File: src/rtl/mul_pkg.sv
// Shared types and sizing helpers for the sequential shift-add multiplier.
package mul_pkg;

  typedef enum logic [1:0] {
    IDLE,
    CALC,
    FIX
  } mul_state_t;

  localparam int unsigned DEFAULT_SIZE = 16;
  localparam int unsigned CNT_W        = $clog2(DEFAULT_SIZE + 1);

  // Counter width for an arbitrary operand size (must hold the value SIZE).
  function automatic int unsigned cnt_width(input int unsigned size);
    return $clog2(size + 1);
  endfunction

endpackage

File: src/rtl/cond_negate.sv
// Combinational conditional two's-complement negation.
module cond_negate #(
  parameter int unsigned W = 16
) (
  input  logic         neg_i,
  input  logic [W-1:0] in_i,
  output logic [W-1:0] out_o
);

  assign out_o = neg_i ? (~in_i + W'(1)) : in_i;

endmodule

File: src/rtl/seq_signed_multiplier.sv
// Multi-cycle signed/unsigned shift-add multiplier, SIZE+2 cycles per operation.
// Optional overflow flag on the ovf port when MUL_OVF_EN is defined.
module seq_signed_multiplier
  import mul_pkg::*;
#(
  parameter int unsigned SIZE = DEFAULT_SIZE
) (
  input  logic              clk,
  input  logic              rst_n,
  input  logic              start,
  input  logic              signed_mode,
  input  logic [SIZE-1:0]   a,
  input  logic [SIZE-1:0]   b,
  output logic              busy,
  output logic              done,
`ifdef MUL_OVF_EN
  output logic              ovf,
`endif
  output logic [2*SIZE-1:0] product
);

  localparam int unsigned CntW = cnt_width(SIZE);

  mul_state_t state_q, state_d;

  logic [SIZE-1:0]   mcand_q, mcand_d;
  logic [SIZE-1:0]   acc_q, acc_d;
  logic [SIZE-1:0]   mplier_q, mplier_d;
  logic [CntW-1:0]   cnt_q, cnt_d;
  logic              neg_q, neg_d;
  logic              done_q, done_d;
  logic [2*SIZE-1:0] product_q, product_d;

  logic [SIZE-1:0]   a_mag, b_mag;
  logic [SIZE:0]     sum;
  logic [2*SIZE-1:0] res_fix;

  cond_negate #(.W(SIZE)) u_neg_a (
    .neg_i (signed_mode & a[SIZE-1]),
    .in_i  (a),
    .out_o (a_mag)
  );

  cond_negate #(.W(SIZE)) u_neg_b (
    .neg_i (signed_mode & b[SIZE-1]),
    .in_i  (b),
    .out_o (b_mag)
  );

  cond_negate #(.W(2*SIZE)) u_neg_res (
    .neg_i (neg_q),
    .in_i  ({acc_q, mplier_q}),
    .out_o (res_fix)
  );

  // Carry is kept in sum[SIZE] and shifted into the accumulator MSB.
  assign sum = {1'b0, acc_q} + {1'b0, (mplier_q[0] ? mcand_q : '0)};

`ifdef MUL_OVF_EN
  logic              sgn_q, sgn_d;
  logic              ovf_q, ovf_d;
  logic [SIZE:0]     res_hi_s;
  logic              ovf_calc;

  assign res_hi_s = res_fix[2*SIZE-1:SIZE-1];
  assign ovf_calc = sgn_q ? !((res_hi_s == '0) || (res_hi_s == '1))
                          : (res_fix[2*SIZE-1:SIZE] != '0);
`endif

  always_comb begin
    state_d   = state_q;
    mcand_d   = mcand_q;
    acc_d     = acc_q;
    mplier_d  = mplier_q;
    cnt_d     = cnt_q;
    neg_d     = neg_q;
    done_d    = 1'b0;
    product_d = product_q;
`ifdef MUL_OVF_EN
    sgn_d     = sgn_q;
    ovf_d     = ovf_q;
`endif
    unique case (state_q)
      IDLE: begin
        if (start) begin
          mcand_d  = a_mag;
          mplier_d = b_mag;
          acc_d    = '0;
          cnt_d    = CntW'(SIZE);
          neg_d    = signed_mode & (a[SIZE-1] ^ b[SIZE-1]);
`ifdef MUL_OVF_EN
          sgn_d    = signed_mode;
`endif
          state_d  = CALC;
        end
      end
      CALC: begin
        acc_d    = sum[SIZE:1];
        mplier_d = {sum[0], mplier_q[SIZE-1:1]};
        cnt_d    = cnt_q - CntW'(1);
        if (cnt_q == CntW'(1)) state_d = FIX;
      end
      FIX: begin
        product_d = res_fix;
        done_d    = 1'b1;
`ifdef MUL_OVF_EN
        ovf_d     = ovf_calc;
`endif
        state_d   = IDLE;
      end
      default: state_d = IDLE;
    endcase
  end

  always_ff @(posedge clk) begin
    if (!rst_n) begin
      state_q   <= IDLE;
      mcand_q   <= '0;
      acc_q     <= '0;
      mplier_q  <= '0;
      cnt_q     <= '0;
      neg_q     <= 1'b0;
      done_q    <= 1'b0;
      product_q <= '0;
`ifdef MUL_OVF_EN
      sgn_q     <= 1'b0;
      ovf_q     <= 1'b0;
`endif
    end else begin
      state_q   <= state_d;
      mcand_q   <= mcand_d;
      acc_q     <= acc_d;
      mplier_q  <= mplier_d;
      cnt_q     <= cnt_d;
      neg_q     <= neg_d;
      done_q    <= done_d;
      product_q <= product_d;
`ifdef MUL_OVF_EN
      sgn_q     <= sgn_d;
      ovf_q     <= ovf_d;
`endif
    end
  end

  assign busy    = (state_q != IDLE);
  assign done    = done_q;
  assign product = product_q;
`ifdef MUL_OVF_EN
  assign ovf     = ovf_q;
`endif

endmodule

File: config.mk
export PLATFORM = sky130hd
export DESIGN_NAME = seq_signed_multiplier
export DESIGN_NICKNAME = d
export VERILOG_FILES = /design/src/rtl/mul_pkg.sv /design/src/rtl/cond_negate.sv /design/src/rtl/seq_signed_multiplier.sv
export SDC_FILE = /design/constraint.sdc
export NUM_CORES = 1
export LEC_CHECK = 0
export ABC_AREA = 1
export CORE_ASPECT_RATIO = 2
export CORE_UTILIZATION = 60
export CTS_CLUSTER_SIZE = 28
export DETAILED_ROUTE_END_ITERATION = 8
export DONT_BUFFER_PORTS = 1
export HOLD_SLACK_MARGIN = 0.02
export PLACE_DENSITY = 0.87
export SLEW_MARGIN = 10
export SYNTH_ARGS = -nofsm -noshare
export SYNTH_HDL_FRONTEND = slang
export SYNTH_SLANG_ARGS = --single-unit
File: constraint.sdc
create_clock -name clk -period 6.8 [get_ports clk]
set_clock_uncertainty 0.1 [all_clocks]
set_input_delay 0 -clock clk [delete_from_list [all_inputs] [get_ports clk]]
set_output_delay 0 -clock clk [all_outputs]
set_load 0.1 [all_outputs]
==> impl_metrics.json, run 1 <==
{
  "cts_setup_buffers": 0,
  "numCtsBuffers": 9,
  "ff2ff_setup_slack_ps": 4250,
  "start_util_pct": 61.57,
  "ctsRootBufferMaster": "clkbuf_16",
  "core-area_um2": 9699,
  "register_area_um2": 1782,
  "worst-endpoint-required_ps": 6950,
  "ys_seq_area_share_pct": 29.83,
  "drc": 0,
  "outcome": "finished, final reports clean",
  "worstSetupPathType": "in -> reg",
  "die_area_um2": 10380,
  "gr-total-overflow": 0,
  "synth.ff_latch_count": 89,
  "setup_viol": 0,
  "hold_viol_final": 0,
  "power.density_nw_per_um2": 230.0,
  "cpPeakStageDelay_ps": 610,
  "min_from": "a[4]",
  "cp_max_fo": 4,
  "h-tree-depth": 3,
  "max-cap-violations": 0,
  "nFillCells": 767,
  "avgViaCountPerCell": 5.829,
  "worst_pin_slew_ps": 1199,
  "reg2reg_from": "state_q[0]",
  "cts_tree": "yes",
  "multi_input_area_um2": 3568,
  "crit-reg2reg-capture": "mplier_q[3]",
  "ff2ff_path_depth": 6,
  "slew_viol_final": 0,
  "antenna_found_initial": 0,
  "slowest_stage": "dlygate4sd3_1",
  "timing.hold.ws_ps": 70.21,
  "final_cell_mix": "256 x nand2_1, 138 x nor2_1, 113 x inv_1, 89 x dfxtp_1",
  "grt_use_total_pct": 37.37,
  "fp.dieW_um": 72.55,
  "drtIter0Drc": 592,
  "cts_buffer_depth": 2,
  "power_leakage_uw": 0.003352,
  "arrival_ps": 2930,
  "final_antenna_net_count": 0,
  "slew_headroom_pct": 19.80,
  "pin_count": 70,
  "num_vias": 6645,
  "diodes": 0,
  "hp-class": "in -> reg",
  "port_buffers": 0,
  "start_kind": "input pin",
  "ir_worst_vdd_mv": 0.1887,
  "dp_hpwl_mm": 11.88,
  "final_common_cell": "nand2_1",
  "yosysWarnings": 0,
  "wl_per_cell_um": 16.79,
  "grt_start_max_net_pins": 62,
  "cp-end-kind": "register",
  "grt_pass1_wl_mm": 29.86,
  "final_net_count": 1061,
  "finalCriticalPeriod_ps": 2785,
  "critical_path.most_common_cell": "dlygate4sd3_1",
  "avgSynthCellArea_um2": 6.227,
  "grt_pass1_vias": 6484,
  "clkTransAtPathRegs_ps": 70,
  "clock-sinks": 89,
  "finalSetupTns_ps": 0,
  "gp_congestion": 0.9550,
  "synth_area_um2": 5972,
  "die_y_um": 143.1,
  "dr.pass1.iters": 9,
  "hold_depth": 7,
  "clock_latency_ps": 360,
  "rsz0062_at_grt": "no",
  "fmax_ghz": 0.3591,
  "cp_cell_sequence": "dlygate4sd3_1 -> inv_1 -> ha_1 -> nand3_1 -> nand2_1 -> o21ai_2 -> nor2_2 -> o21ai_0 -> nor2_1 -> dlygate4sd3_1 -> o22ai_1 -> dlygate4sd3_1",
  "place_inst": 1062,
  "worstHoldEndpoint": "mcand_q[6]",
  "layout-drive-gt1-share_pct": 6.250,
  "detail_route.wirelength_mm": 19.14,
  "synth_cell_types": 46,
  "rows": 51,
  "post-route-period-util_pct": 40.96,
  "synthToLayoutAreaGrowth_pct": 16.78,
  "finalPower_uw": 1604,
  "syn_nets": 1017,
  "syn_inst": 959,
  "instances_no_fill": 1140
}
worst max path at each step:
stage	startpoint	endpoint
detailed placement	mplier_q[0]	acc_q[9]
global route	b[0]	mplier_q[10]
global placement	mplier_q[0]	acc_q[13]
CTS	b[0]	mplier_q[10]
floorplan	mplier_q[0]	acc_q[13]
finish	b[0]	mplier_q[10]
report_power, final:
group	total [uW]	switching [uW]	internal (uW)
Combinational	375	244	131
Clock	609	241	368
Sequential	619	66.4	553
Total	1600	552	1050
what timing repair did:
item | in CTS | in global routing
endpoints found under the hold margin | 50 | 0
gates resized for setup | 0 | 0
hold buffers | 62 | 0
layout make-up:
| cell class | count | share of cell area [%] |
|---|---|---|
| timing repair buffer | 64 | 9.114 |
| tap | 132 | 2.368 |
| multi-input combinational | 716 | 51.17 |
| clock inverter | 7 | 1.938 |
| clock buffer | 9 | 3.229 |
| sequential | 89 | 25.55 |
| inverter | 123 | 6.638 |
Yosys cell counts (all sizes together):
| master | count | area [um2] |
|---|---|---|
| nand2 | 262 | 1008 |
| nor2 | 153 | 626.8 |
| inv | 122 | 457.9 |
| dfxtp | 89 | 1782 |
| o21ai | 75 | 405.4 |
| nand3 | 64 | 330.3 |
| a21oi | 56 | 280.3 |
| ha | 21 | 262.8 |
| buf | 18 | 103.9 |
| xor2 | 17 | 148.9 |
| clkbuf | 13 | 60.05 |
| nand4 | 12 | 75.07 |
| a22oi | 11 | 82.58 |
| o22ai | 11 | 68.82 |
| nor3 | 7 | 56.31 |
| or2 | 5 | 31.29 |
| o221ai | 4 | 35.03 |
| a31oi | 3 | 18.77 |
| nand3b | 3 | 22.52 |
| o211ai | 2 | 15.01 |
| o21bai | 2 | 15.01 |
| xnor2 | 2 | 17.52 |
| a211oi | 1 | 12.51 |
| a21o | 1 | 7.510 |
| a22o | 1 | 10.01 |
| and2 | 1 | 6.260 |
| clkinv | 1 | 5.000 |
| fa | 1 | 20.02 |
| or3 | 1 | 6.260 |
state kept, by name, indices dropped and copies added, names as in the netlist:
register / flops
done: 1
product: 32
acc_q: 16
cnt_q: 5
neg_q: 1
mcand_q: 16
state_q: 2
mplier_q: 16
cell families after synthesis:
kind of cell / after synthesis / synth area share [%]
AOI/OAI and AO/OA: 167 / 15.92
adders and majority gates: 22 / 4.735
and+or+nand+nor: 508 / 36.22
xor gates and xnor gates: 19 / 2.787
buffers and inverters: 154 / 10.50
DFF: 89 / 29.83
critical path: cells and delay by family:
family,cells,cell delay [ps]
AOI/OAI and AO/OA,3,320
and+or+nand+nor,4,580
buffers and inverters,4,1850
adders and majority gates,1,200
metal layers:
layer / part of all wire, % / global-route usage (%) / vias to the layer above
li1: - / - / 3174
met1: 35 / 37.44 / 2929
met2: 50 / 65.72 / 410
met3: 6.9 / 6.634 / 132
met4: 7.9 / 29.93 / 0
met5: 0 / 0 / -
through the flow:
step / utilization (%) / setup WS, ps / cell area [um2]
6_report: 71.90 / 4015 / 6974
4_1_cts: 71.90 / 4191 / 6974
2_1_floorplan: - / 4511 / 5972
5_1_grt: 71.90 / 3870 / 6974
3_5_place_dp: 61.79 / 4413 / 5993
3_3_place_gp: 61.79 / 4470 / 5993
(Power assumes the default switching activity.)
==> run 2: changes to the inputs <==
--- a/config.mk
+++ b/config.mk
@@ -7,7 +7,7 @@
 export LEC_CHECK = 0
 export ABC_AREA = 1
 export CORE_ASPECT_RATIO = 2
-export CORE_UTILIZATION = 60
+export CORE_UTILIZATION = 58
 export CTS_CLUSTER_SIZE = 28
 export DETAILED_ROUTE_END_ITERATION = 8
 export DONT_BUFFER_PORTS = 1
==> constraint.sdc (replaced) <==
create_clock -name clk -period 2.5 [get_ports clk]
set_clock_uncertainty 0.1 [all_clocks]
set_input_delay 0 -clock clk [delete_from_list [all_inputs] [get_ports clk]]
set_output_delay 0 -clock clk [all_outputs]
set_load 0.1 [all_outputs]
==> impl_metrics.json, run 2 (synthesized netlist as in run 1, its figures left out) <==
{
  "dp_hpwl_mm": 12.50,
  "numCtsBuffers": 9,
  "ir_worst_vdd_mv": 0.5183,
  "cts_tree": "yes",
  "pin_count": 70,
  "h-tree-depth": 3,
  "slew_viol_final": 0,
  "fp.dieW_um": 73.75,
  "clock-sinks": 89,
  "setup_viol": 0,
  "nFillCells": 732,
  "design_area_um2": 7348,
  "clkTransAtPathRegs_ps": 70,
  "cp-end-kind": "register",
  "max-cap-violations": 0,
  "largest_reg_flops": 32,
  "instances_no_fill": 1192,
  "drtIter0Drc": 670,
  "die_y_um": 145.5,
  "worstSetupPathType": "in -> reg",
  "final_net_count": 1110,
  "outcome": "finished, final reports clean",
  "fin_ws_ps": 5.991,
  "start_util_pct": 59.22,
  "post-route-util_pct": 72.87,
  "num_vias": 7120,
  "critical_path.most_common_cell": "dlygate4sd3_1",
  "hold_viol_final": 0,
  "grt_pass1_vias": 6872,
  "cpPeakStageDelay_ps": 580,
  "worst_pin_slew_ps": 958.4,
  "diodes": 0,
  "dr.pass1.iters": 5,
  "detail_route.wirelength_mm": 21.11,
  "antenna_found_initial": 0,
  "p_clk_share_pct": 32.0,
  "finalCriticalPeriod_ps": 2494,
  "worst-endpoint-required_ps": 2640,
  "gp_congestion": 0.9654,
  "fmax_ghz": 0.4010,
  "start_kind": "input pin",
  "placed_area_um2": 6305,
  "drc": 0,
  "gr-total-overflow": 0,
  "final_common_cell": "nand2_1",
  "netSwitchingPower_uw": 1521,
  "grt_pass1_wl_mm": 32.43,
  "power_leakage_uw": 0.003606,
  "p_sw_share_pct": 37.07,
  "p_seq_share_pct": 39.3,
  "p_int_uw": 2581,
  "ctsRootBufferMaster": "clkbuf_16",
  "final_antenna_net_count": 0,
  "post-route-period-util_pct": 99.76,
  "grt_use_total_pct": 39.09,
  "place_inst": 1106,
  "hp-class": "in -> reg",
  "final_cell_mix": "254 x nand2_1, 136 x nor2_1, 109 x inv_1, 88 x dfxtp_1, 59 x nand3_1",
  "synthToLayoutAreaGrowth_pct": 23.05,
  "p_comb_share_pct": 28.7,
  "avgViaCountPerCell": 5.973,
  "cts_buffer_depth": 2,
  "port_buffers": 0,
  "power.density_nw_per_um2": 558.3,
  "cp_cell_sequence": "dlygate4sd3_1 -> nor2_2 -> nand2_2 -> nor3_4 -> nand2_1 -> a21oi_1 -> dlygate4sd3_1 -> o21ai_1 -> dlygate4sd3_1",
  "wl_per_cell_um": 17.71,
  "grt_start_max_net_pins": 36,
  "clock_latency_ps": 350,
  "dp_slack_ps": 439.7,
  "rows": 52,
  "slew_headroom_pct": 36.02,
  "slowest_stage": "dlygate4sd3_1",
  "cp_max_fo": 5,
  "layout-drive-gt1-share_pct": 12.11,
  "arrival_ps": 2640,
  "core-area_um2": 10080,
  "die_area_um2": 10730
}
## run 2: cell type report
type                    instances  area, um2  area share (%)
multi-input cells             716       3635           49.46
flip-flops and latches         89       1783           24.26
repair buffers                113       1018           13.86
inverters                     123      462.9           6.300
clock buffers                   9      225.2           3.065
well taps                     135      168.9           2.299
clock inverters                 7      55.05          0.7492
## run 2: critical path, delay by kind of cell
| family | cells | cell delay, ps |
|---|---|---|
| AND/OR/NAND/NOR | 4 | 660 |
| buffers and inverters | 3 | 1710 |
| AO/OA/AOI/OAI | 2 | 270 |
## run 2: timing repair
action / CTS / global route
resized for setup: 0 / 23
hold endpoints to repair: 84 / 0
hold buffers: 64 / 0
setup buffers: 0 / 9
endpoints found under the setup margin: 0 / 8
## run 2: layer usage
metal	track usage, %	vias up	wire (um)
met1	39.90	3121	6901
li1	-	3269	-
met4	33.27	0	2329
met3	7.341	212	1704
met2	65.60	518	10170
met5	0	-	0
## run 2: path summary, 6_finish.rpt
path              depth (start not counted)           end  slack (ps)  startpoint
setup / recovery                          9  mplier_q[11]           6        b[3]
setup reg to reg                          7   mplier_q[4]         220  state_q[1]
hold reg to reg                           1      cnt_q[4]         390    cnt_q[4]
hold / removal                            5    mcand_q[8]          60        a[6]
## run 2: stage by stage
| step | power [uW] | hold WS [ps] | TNS [ps] |
|---|---|---|---|
| finish | 4102 | 56.23 | 0 |
| global route | 4249 | 76.04 | -36.95 |
| CTS | 3964 | 22.18 | 0 |
| detailed placement | 2573 | 33.33 | 0 |
| global placement | 2556 | 29.62 | 0 |
| floorplan | 2389 | 42.76 | 0 |
## run 2: power groups by stage
stage	combinational (uW)	clock, uW	sequential, uW
floorplan	719	0	1670
global route	1270	1360	1620
CTS	1070	1300	1600
finish	1180	1310	1610
global placement	930	0	1630
detailed placement	944	0	1630
==> run 3: changes to the inputs <==
==> constraint.sdc (replaced) <==
create_clock -name clk -period 2.5 [get_ports clk]
set_clock_uncertainty 0.1 [all_clocks]
set_input_delay 0.375 -clock clk [delete_from_list [all_inputs] [get_ports clk]]
set_output_delay 0.375 -clock clk [all_outputs]
set_load 0.1 [all_outputs]
==> impl_metrics.json, run 3 (synthesized netlist as in run 1, its figures left out) <==
{
  "dr.pass1.iters": 5,
  "cts_resized": 0,
  "grt_start_max_net_pins": 36,
  "crit-reg2reg-capture": "acc_q[13]",
  "gp_congestion": 0.9722,
  "postCtsHoldBufs": 0,
  "diodes": 0,
  "grt_pass1_wl_mm": 26.53,
  "fp.dieW_um": 73.75,
  "grt_pass1_vias": 5828,
  "largest_reg_flops": 32,
  "worst_pin_slew_ps": 543.2,
  "ff2ff_path_depth": 11,
  "rows": 52,
  "numCtsBuffers": 9,
  "cp_max_fo": 15,
  "port_buffers": 0,
  "p_seq_share_pct": 39.6,
  "die_area_um2": 10730,
  "wl_per_cell_um": 14.51,
  "worst-endpoint-required_ps": 2640,
  "core-area_um2": 10080,
  "outcome": "finished, final reports clean",
  "hp-class": "in -> reg",
  "worstSetupPathType": "reg -> reg",
  "cts_tree": "yes",
  "power_leakage_uw": 0.003294,
  "nFillCells": 906,
  "p_int_uw": 2693,
  "num_vias": 6171,
  "pin_count": 70,
  "clkTransAtPathRegs_ps": 60,
  "ir_worst_vdd_mv": 0.5345,
  "ctsRootBufferMaster": "clkbuf_16",
  "power.density_nw_per_um2": 610.0,
  "reg2reg_from": "mplier_q[0]",
  "min_from": "rst_n",
  "final_antenna_net_count": 0,
  "drtIter0Drc": 355,
  "slew_viol_final": 0,
  "gr-total-overflow": 0,
  "rsz0062_at_grt": "no",
  "slew_headroom_pct": 63.74,
  "antenna_found_initial": 0,
  "clock_latency_ps": 350,
  "dp_slack_ps": 441.5,
  "post-route-period-util_pct": 84.54,
  "clock-sinks": 89,
  "cts_buffer_depth": 2,
  "cp_cell_sequence": "buf_4 -> nand2_1 -> fa_1 -> o21ai_2 -> nand2_1 -> nand2_1 -> nand3_1 -> nand2_1 -> nand2_1 -> nand3_1 -> nand2_1",
  "setup_viol": 0,
  "placed_area_um2": 6320,
  "cp-end-kind": "register",
  "fmax_ghz": 0.4731,
  "grt_use_total_pct": 31.79,
  "hold_depth": 2,
  "max-cap-violations": 0,
  "start_util_pct": 59.22,
  "dp_hpwl_mm": 12.61,
  "cts_setup_buffers": 0,
  "final_cell_mix": "256 x nand2_1, 138 x nor2_1, 113 x inv_1, 89 x dfxtp_1, 62 x nand3_1",
  "finalCriticalPeriod_ps": 2114,
  "ff2ff_setup_slack_ps": 390,
  "netSwitchingPower_uw": 1362,
  "fin_ws_ps": 386.4,
  "slowest_stage": "fa_1",
  "start_kind": "register",
  "avgViaCountPerCell": 5.490,
  "design_area_um2": 6648,
  "finalSetupTns_ps": 0,
  "final_common_cell": "nand2_1",
  "p_sw_share_pct": 33.58,
  "layout-drive-gt1-share_pct": 10.72,
  "critical_path.most_common_cell": "nand2_1",
  "final_net_count": 1042,
  "synthToLayoutAreaGrowth_pct": 11.31,
  "die_y_um": 145.5,
  "drc": 0,
  "worstHoldEndpoint": "mcand_q[1]",
  "cpPeakStageDelay_ps": 460,
  "h-tree-depth": 3,
  "detail_route.wirelength_mm": 16.30,
  "p_comb_share_pct": 23.6,
  "p_clk_share_pct": 36.8,
  "arrival_ps": 2250,
  "hold_viol_final": 0
}
==> run 3: routing by layer <==
layer	vias up	wire length (um)	track usage, %	share of wire (%)
met1	2733	5783	32.48	35
li1	3130	-	-	-
met5	-	0	0	0
met3	77	666	4.709	4.1
met4	0	1268	23.65	7.8
met2	231	8584	55.78	53
==> run 3: worst max path at each step <==
stage / startpoint / endpoint / slack, ps / cells past startpoint
3_5_place_dp: mplier_q[0] / acc_q[13] / 440 / 11
3_3_place_gp: mplier_q[0] / acc_q[13] / 480 / 11
5_1_grt: mplier_q[0] / acc_q[9] / 200 / 11
4_1_cts: mplier_q[0] / acc_q[13] / 410 / 11
2_1_floorplan: mplier_q[0] / acc_q[13] / 210 / 15
6_report: mplier_q[0] / acc_q[13] / 390 / 11
==> run 3: through the flow <==
stage	hold slack, ps	cells	power [uW]	utilization, %
finish	68.76	1124	4055	65.92
global route	60.98	1124	4244	65.92
floorplan	344.9	959	2389	-
global placement	370.0	1108	2558	62.67
detailed placement	385.2	1108	2576	62.67
CTS	52.79	1124	4064	65.92
==> run 3: power by group through the flow <==
| stage | registers (uW) | logic [uW] | clock network (uW) |
|---|---|---|---|
| after floorplan | 1670 | 719 | 0 |
| after global placement | 1630 | 927 | 0 |
| after detailed placement | 1630 | 942 | 0 |
| after CTS | 1600 | 952 | 1510 |
| after global routing | 1610 | 1060 | 1570 |
| final | 1600 | 957 | 1490 |
==> run 3: layout make-up <==
type | count | area [um2] | area share [%]
inverters | 123 | 462.9 | 6.964
flip-flops and latches | 89 | 1782 | 26.80
multi-input cells | 716 | 3568 | 53.68
repair buffers | 45 | 337.8 | 5.082
clock buffers | 9 | 225.2 | 3.388
clock inverters | 7 | 102.6 | 1.543
well taps | 135 | 168.9 | 2.541
==> run 3: worst max-delay path: cells and delay by family, from the launching register on <==
family | cells | cell delay [ps]
adders and majority gates | 1 | 460
AOI/OAI and AO/OA | 1 | 240
buffers and inverters | 1 | 210
DFF | 1 | 380
and+or+nand+nor | 8 | 630
